**config.mk**
```make
export PLATFORM = sky130hd
export DESIGN_NAME = game_state_ctrl
export DESIGN_NICKNAME = d
export VERILOG_FILES = /design/src/rtl/vga_pkg.sv /design/src/rtl/game_state_ctrl_tile_hit_decoder.sv /design/src/rtl/game_state_ctrl.sv
export SDC_FILE = /design/constraint.sdc
export NUM_CORES = 1
export LEC_CHECK = 0
export BUFFER_PORTS_ARGS = -buffer_cell sky130_fd_sc_hd__buf_2
export CORE_UTILIZATION = 64
export CTS_BUF_LIST = sky130_fd_sc_hd__clkbuf_2 sky130_fd_sc_hd__clkbuf_4 sky130_fd_sc_hd__clkbuf_8
export DETAILED_ROUTE_END_ITERATION = 16
export HOLD_SLACK_MARGIN = 0.1
export PLACE_DENSITY = 0.88
export SYNTH_ARGS = -nofsm -noshare
export SYNTH_HDL_FRONTEND = slang
export SYNTH_SLANG_ARGS = --single-unit
```
**constraint.sdc**
```tcl
create_clock -name clk -period 7.6 [get_ports clk]
set_input_delay 1.52 -clock clk [delete_from_list [all_inputs] [get_ports clk]]
set_output_delay 1.52 -clock clk [all_outputs]
set_load 0.05 [all_outputs]
```
**src/rtl/vga_pkg.sv**
```systemverilog
// Shared types and screen geometry for the guess-who VGA game.
// Game-state one-hot encoding, result codes and portrait grid layout.
package vga_pkg;

  typedef enum logic [5:0] {
    S_START   = 6'b000001,
    S_GUESS   = 6'b000010,
    S_CHECK   = 6'b000100,
    S_WIN     = 6'b001000,
    S_LOSE    = 6'b010000,
    S_RESTART = 6'b100000
  } game_state_t;

  localparam logic [1:0] RESULT_WIN  = 2'b10;
  localparam logic [1:0] RESULT_LOSE = 2'b01;

  localparam logic [11:0] X_1_DIM = 12'd100;
  localparam logic [11:0] X_2_DIM = 12'd300;
  localparam logic [11:0] X_3_DIM = 12'd500;
  localparam logic [11:0] Y_1_DIM = 12'd100;
  localparam logic [11:0] Y_2_DIM = 12'd300;
  localparam logic [11:0] Y_3_DIM = 12'd500;
  localparam logic [11:0] A_side  = 12'd150;
  localparam logic [11:0] B_side  = 12'd150;

endpackage

```
**src/rtl/game_state_ctrl_tile_hit_decoder.sv**
```systemverilog
// Combinational 3x3 portrait hit test.
// Ports: xpos_i/ypos_i mouse position; tile_idx_o 1..9 on hit, 0 otherwise.
module tile_hit_decoder
  import vga_pkg::*;
(
  input  logic [11:0] xpos_i,
  input  logic [11:0] ypos_i,
  output logic [3:0]  tile_idx_o
);

  function automatic logic in_rng(
    input logic [11:0] v,
    input logic [11:0] lo,
    input logic [11:0] len
  );
    return ({1'b0, v} >= {1'b0, lo}) &&
           ({1'b0, v} <= ({1'b0, lo} + {1'b0, len}));
  endfunction

  logic [2:0] col_hit;
  logic [2:0] row_hit;

  assign col_hit = {in_rng(xpos_i, X_3_DIM, A_side),
                    in_rng(xpos_i, X_2_DIM, A_side),
                    in_rng(xpos_i, X_1_DIM, A_side)};
  assign row_hit = {in_rng(ypos_i, Y_3_DIM, B_side),
                    in_rng(ypos_i, Y_2_DIM, B_side),
                    in_rng(ypos_i, Y_1_DIM, B_side)};

  // Scan high to low so the lowest overlapping index wins.
  always_comb begin
    tile_idx_o = '0;
    for (int n = 8; n >= 0; n--) begin
      if (row_hit[n / 3] && col_hit[n % 3]) begin
        tile_idx_o = 4'(n + 1);
      end
    end
  end

endmodule

```
**src/rtl/game_state_ctrl.sv**
```systemverilog
// Guess-who game sequencer: person select, guess, result, restart.
// Ports: clk/rst, mouse xpos/ypos/buttons, resoult/reset in; state_bin, your_person, rst_sys out.
module game_state_ctrl
  import vga_pkg::*;
#(
  parameter int CHECK_TIMEOUT = 65_000_000,
  parameter int RST_PULSE_LEN = 16
) (
  input  logic        clk,
  input  logic        rst,
  input  logic [11:0] xpos,
  input  logic [11:0] ypos,
  input  logic        MouseLeft,
  input  logic        MouseRight,
  input  logic [1:0]  resoult,
  input  logic        reset,
  output logic [5:0]  state_bin,
  output logic [3:0]  your_person,
  output logic        rst_sys
);

  localparam int CW = (CHECK_TIMEOUT > 1) ? $clog2(CHECK_TIMEOUT) : 1;
  localparam int RW = (RST_PULSE_LEN > 1) ? $clog2(RST_PULSE_LEN) : 1;
  localparam logic [CW-1:0] CHK_LAST = CW'(CHECK_TIMEOUT - 1);
  localparam logic [RW-1:0] RST_LAST = RW'(RST_PULSE_LEN - 1);

  game_state_t   state_q, state_d;
  logic [3:0]    person_q, person_d;
  logic [CW-1:0] chk_cnt_q, chk_cnt_d;
  logic [RW-1:0] rst_cnt_q, rst_cnt_d;
  logic          rst_sys_q, rst_sys_d;
  logic          ml_q, mr_q;
  logic          l_click, r_click;
  logic [3:0]    tile_idx;

  tile_hit_decoder u_hit (
    .xpos_i     (xpos),
    .ypos_i     (ypos),
    .tile_idx_o (tile_idx)
  );

  assign l_click = MouseLeft & ~ml_q;
  assign r_click = MouseRight & ~mr_q;

  always_ff @(posedge clk) begin
    if (rst) begin
      state_q   <= S_START;
      person_q  <= '0;
      chk_cnt_q <= '0;
      rst_cnt_q <= '0;
      rst_sys_q <= 1'b0;
      ml_q      <= 1'b0;
      mr_q      <= 1'b0;
    end else begin
      state_q   <= state_d;
      person_q  <= person_d;
      chk_cnt_q <= chk_cnt_d;
      rst_cnt_q <= rst_cnt_d;
      rst_sys_q <= rst_sys_d;
      ml_q      <= MouseLeft;
      mr_q      <= MouseRight;
    end
  end

  always_comb begin
    state_d   = state_q;
    person_d  = person_q;
    chk_cnt_d = chk_cnt_q;
    rst_cnt_d = rst_cnt_q;
    // Our own pulse echoes back through the peer; ignore it in RESTART.
    if (reset && state_q != S_RESTART) begin
      state_d   = S_START;
      person_d  = '0;
      chk_cnt_d = '0;
      rst_cnt_d = '0;
    end else begin
      case (state_q)
        S_START: begin
          if (l_click && tile_idx != 4'd0) begin
            person_d = tile_idx;
            state_d  = S_GUESS;
          end
        end
        S_GUESS: begin
          if (resoult == RESULT_WIN) begin
            state_d = S_WIN;
          end else if (resoult == RESULT_LOSE) begin
            state_d = S_LOSE;
          end else if (r_click && tile_idx != 4'd0) begin
            state_d   = S_CHECK;
            chk_cnt_d = '0;
          end
        end
        S_CHECK: begin
          if (resoult == RESULT_WIN) begin
            state_d = S_WIN;
          end else if (resoult == RESULT_LOSE) begin
            state_d = S_LOSE;
          end else if (chk_cnt_q == CHK_LAST) begin
            state_d   = S_GUESS;
            chk_cnt_d = '0;
          end else begin
            chk_cnt_d = chk_cnt_q + CW'(1);
          end
        end
        S_WIN, S_LOSE: begin
          if (l_click) begin
            state_d   = S_RESTART;
            rst_cnt_d = '0;
          end
        end
        S_RESTART: begin
          if (rst_cnt_q == RST_LAST) begin
            state_d   = S_START;
            person_d  = '0;
            rst_cnt_d = '0;
          end else begin
            rst_cnt_d = rst_cnt_q + RW'(1);
          end
        end
        default: begin
          state_d   = S_START;
          person_d  = '0;
          chk_cnt_d = '0;
          rst_cnt_d = '0;
        end
      endcase
    end
    rst_sys_d = (state_d == S_RESTART);
  end

  assign state_bin   = state_q;
  assign your_person = person_q;
  assign rst_sys     = rst_sys_q;

endmodule

```
==> impl_metrics.yaml <==
clock_network:
  path_clk_slew_ns: 0.08
  post_cts_resized: 0
  cts_hold_buffers: 0
  postCtsSetupBuffers: 0
  max-clock-path-buffers: 2
  cts_tree: "done"
  clock-sinks: 43
  cts_max_level: 2
  clock_latency_ns: 0.30
  cts_inserted_buffers: 5
  root_buffer: "clkbuf_8"
sta:
  skew_ns: 0.00907
  max_slew_margin_pct: 25.9
  min_period_over_period_pct: 52.4
  final_max_slew_viol_count: 0
  min_period_ns: 3.98
  setup_tns_ns: 0
  tightest_slew_ns: 1.10
  rsz0062_at_grt: "false"
  setup_viol: 0
  fmax_mhz: 251
  hold_viol_final: 0
  holdWs_ns: 0.478
pwr:
  peakVddDrop_mv: 0.117
  power_uw: 475
  powerDensity_nw_per_um2: 147
  leakagePower_uw: 0.00105
logic_synthesis:
  synth_cell_types: 61
  syn_nets: 416
  yosysTopAreaCellShare_pct: 29.6
  synthArstFlopShare_pct: 0
  ys_ff_latch: 43
  synth_area_um2: 2910
  yosysWarningCount: 0
  synth_top_area_cell: "dfxtp_1"
  syn_inst: 383
  postSynthAreaPerCell_um2: 7.60
  synth_edf_count: 0
  seq_area_frac_synth_pct: 29.6
  ys.flop_type: "dfxtp_1"
  netlist_top_cells_area: "dfxtp_1, nand2_1, o21ai_0"
setup_path:
  crit_chain: "buf_2 -> or3_1 -> a211oi_1 -> o21ai_0 -> a32o_1 -> o21ai_1 -> o21ai_0"
  critPathMaxStageDelay_ns: 0.90
  worstPathArrival_ns: 4.11
  crit_type: "primary input to flip-flop"
  startpoint_type: "primary input"
  critPathRequiredTime_ns: 7.73
  path_max_fanout: 19
  cp_common_cell: "o21ai_0"
  cp-end-kind: "flip-flop"
  cpMaxStageDelayCell: "o21ai_1"
die:
  initial_core_util_pct: 66.9
  num_rows: 24
  ios: 42
  die_w_um: 69.5
  dieArea_um2: 4820
  die_height_um: 69.5
  core_um2: 4350
drt:
  first_iter_violations: 218
  postRouteAntennaNets: 0
  via_per_inst: 6.94
  wire_per_inst_um: 17.1
  drc: 0
  wl_mm: 8.01
  via_count: 3248
  drtPass1Iterations: 5
layout:
  fin_area_um2: 3240
  layout.nets: 448
  fill_cells: 361
  layout_common_cells: "dfxtp_1, buf_2, nand2_1"
  drive_above_1_share_pct: 15.1
  final_cells: 468
  n_antenna_cell: 0
  final_common_cell: "dfxtp_1"
  syn_to_final_growth_pct: 11.1
global_routing:
  grt_overflow: 0
  antenna_found_initial: 0
  track_usage_pct: 33.8
  grt_pass1_vias: 3025
  grt_max_degree: 23
  grt_pass1_wl_mm: 13.5
placed_design:
  dp.cells: 460
  placed_area_um2: 3100
  place.gp.congestion: 0.930
  portBuffers: 41
  dpl.hpwl_mm: 5.67
status:
  outcome: "complete, no violations"
worst_hold_path:
  hold_class: "flip-flop to flip-flop"
flow_run:
  drv_cap: 0
[layer usage]
layer / GRT usage, % / vias up / part of all wire, %
met5: 0 / - / 0
met4: 13.6 / 0 / 3.0
met3: 5.81 / 34 / 8.7
met2: 55.7 / 180 / 47
met1: 43.8 / 1475 / 42
li1: - / 1559 / -
[worst max-delay path, delay by kind of cell]
family                 cells  cell delay [ns]
buffers and inverters      1             0.12
AOI/OAI and AO/OA          5             2.10
and+or+nand+nor            1             0.37
[logic make-up (layout without fill, tap and decap cells)]
family / after synthesis / in the layout / share of synthesized area, %
AO/OA/AOI/OAI: 118 / 118 / 27.6
XOR/XNOR: 2 / 2 / 0.602
adder cells (fa/ha/maj): 2 / 2 / 0.859
buffers and inverters: 27 / 60 / 4.51
flip-flops: 43 / 43 / 29.6
multiplexers: 1 / 1 / 0.344
AND/OR/NAND/NOR: 190 / 190 / 36.5
[area by class of cell]
| type | instances | area [um^2] | share of cell area [%] |
|---|---|---|---|
| clock buffers | 5 | 68.8 | 2.13 |
| clock inverters | 3 | 67.6 | 2.09 |
| inverters | 9 | 33.8 | 1.04 |
| multi-input cells | 313 | 1920 | 59.3 |
| flip-flops and latches | 43 | 861 | 26.6 |
| well taps | 52 | 65.1 | 2.01 |
| repair buffers | 43 | 220 | 6.81 |
[synth_stat cells, drive strengths merged (4+ instances only)]
| library cell | instances |
|---|---|
| a311oi | 6 |
| nor3 | 13 |
| nand2b | 12 |
| clkbuf | 9 |
| and3 | 4 |
| or3 | 8 |
| a31oi | 5 |
| or4 | 9 |
| nand3 | 22 |
| o21ai | 27 |
| nand2 | 38 |
| a22oi | 4 |
| dfxtp | 43 |
| buf | 9 |
| nor2b | 5 |
| o311ai | 12 |
| a21o | 4 |
| nand3b | 9 |
| a21oi | 18 |
| o2111ai | 6 |
| o211ai | 9 |
| o22ai | 10 |
| nand4 | 9 |
| nor4 | 11 |
| nor2 | 31 |
| inv | 9 |
[path summary, 6_finish.rpt]
check,from,end,slack [ns],depth (start not counted)
worst max register to register,chk_cnt_q[0]$_SDFFE_PP0P_,chk_cnt_q[12]$_SDFFE_PP0P_,4.31,7
worst max-delay path,xpos[4],chk_cnt_q[2]$_SDFFE_PP0P_,3.62,7
worst min register to register,your_person[3]$_SDFFE_PP0P_,your_person[3]$_SDFFE_PP0P_,0.48,2
worst min-delay path,your_person[3]$_SDFFE_PP0P_,your_person[3]$_SDFFE_PP0P_,0.48,2
[flip-flops by register name, summed over array words and instances, names as in the netlist]
| name | cells |
|---|---|
| rst_cnt_q | 4 |
| rst_sys | 1 |
| ml_q | 1 |
| chk_cnt_q | 26 |
| state_bin | 6 |
| your_person | 4 |
| mr_q | 1 |
[through the flow]
| stage | utilization, % | setup WS, ns |
|---|---|---|
| final | 74.3 | 3.62 |
| after detailed placement | 71.2 | 3.36 |
| after floorplan | - | 4.17 |
| after global routing | 74.3 | 3.33 |
| after CTS | 74.3 | 3.70 |
| after global placement | 71.2 | 3.46 |
[power by group]
group	total (uW)	internal [uW]	switching, uW
clock	214	131	82.9
sequential	226	226	0.228
combinational	35.0	13.2	21.8
total	475	370	105
Note: power is estimated with default switching activity, not from simulation.
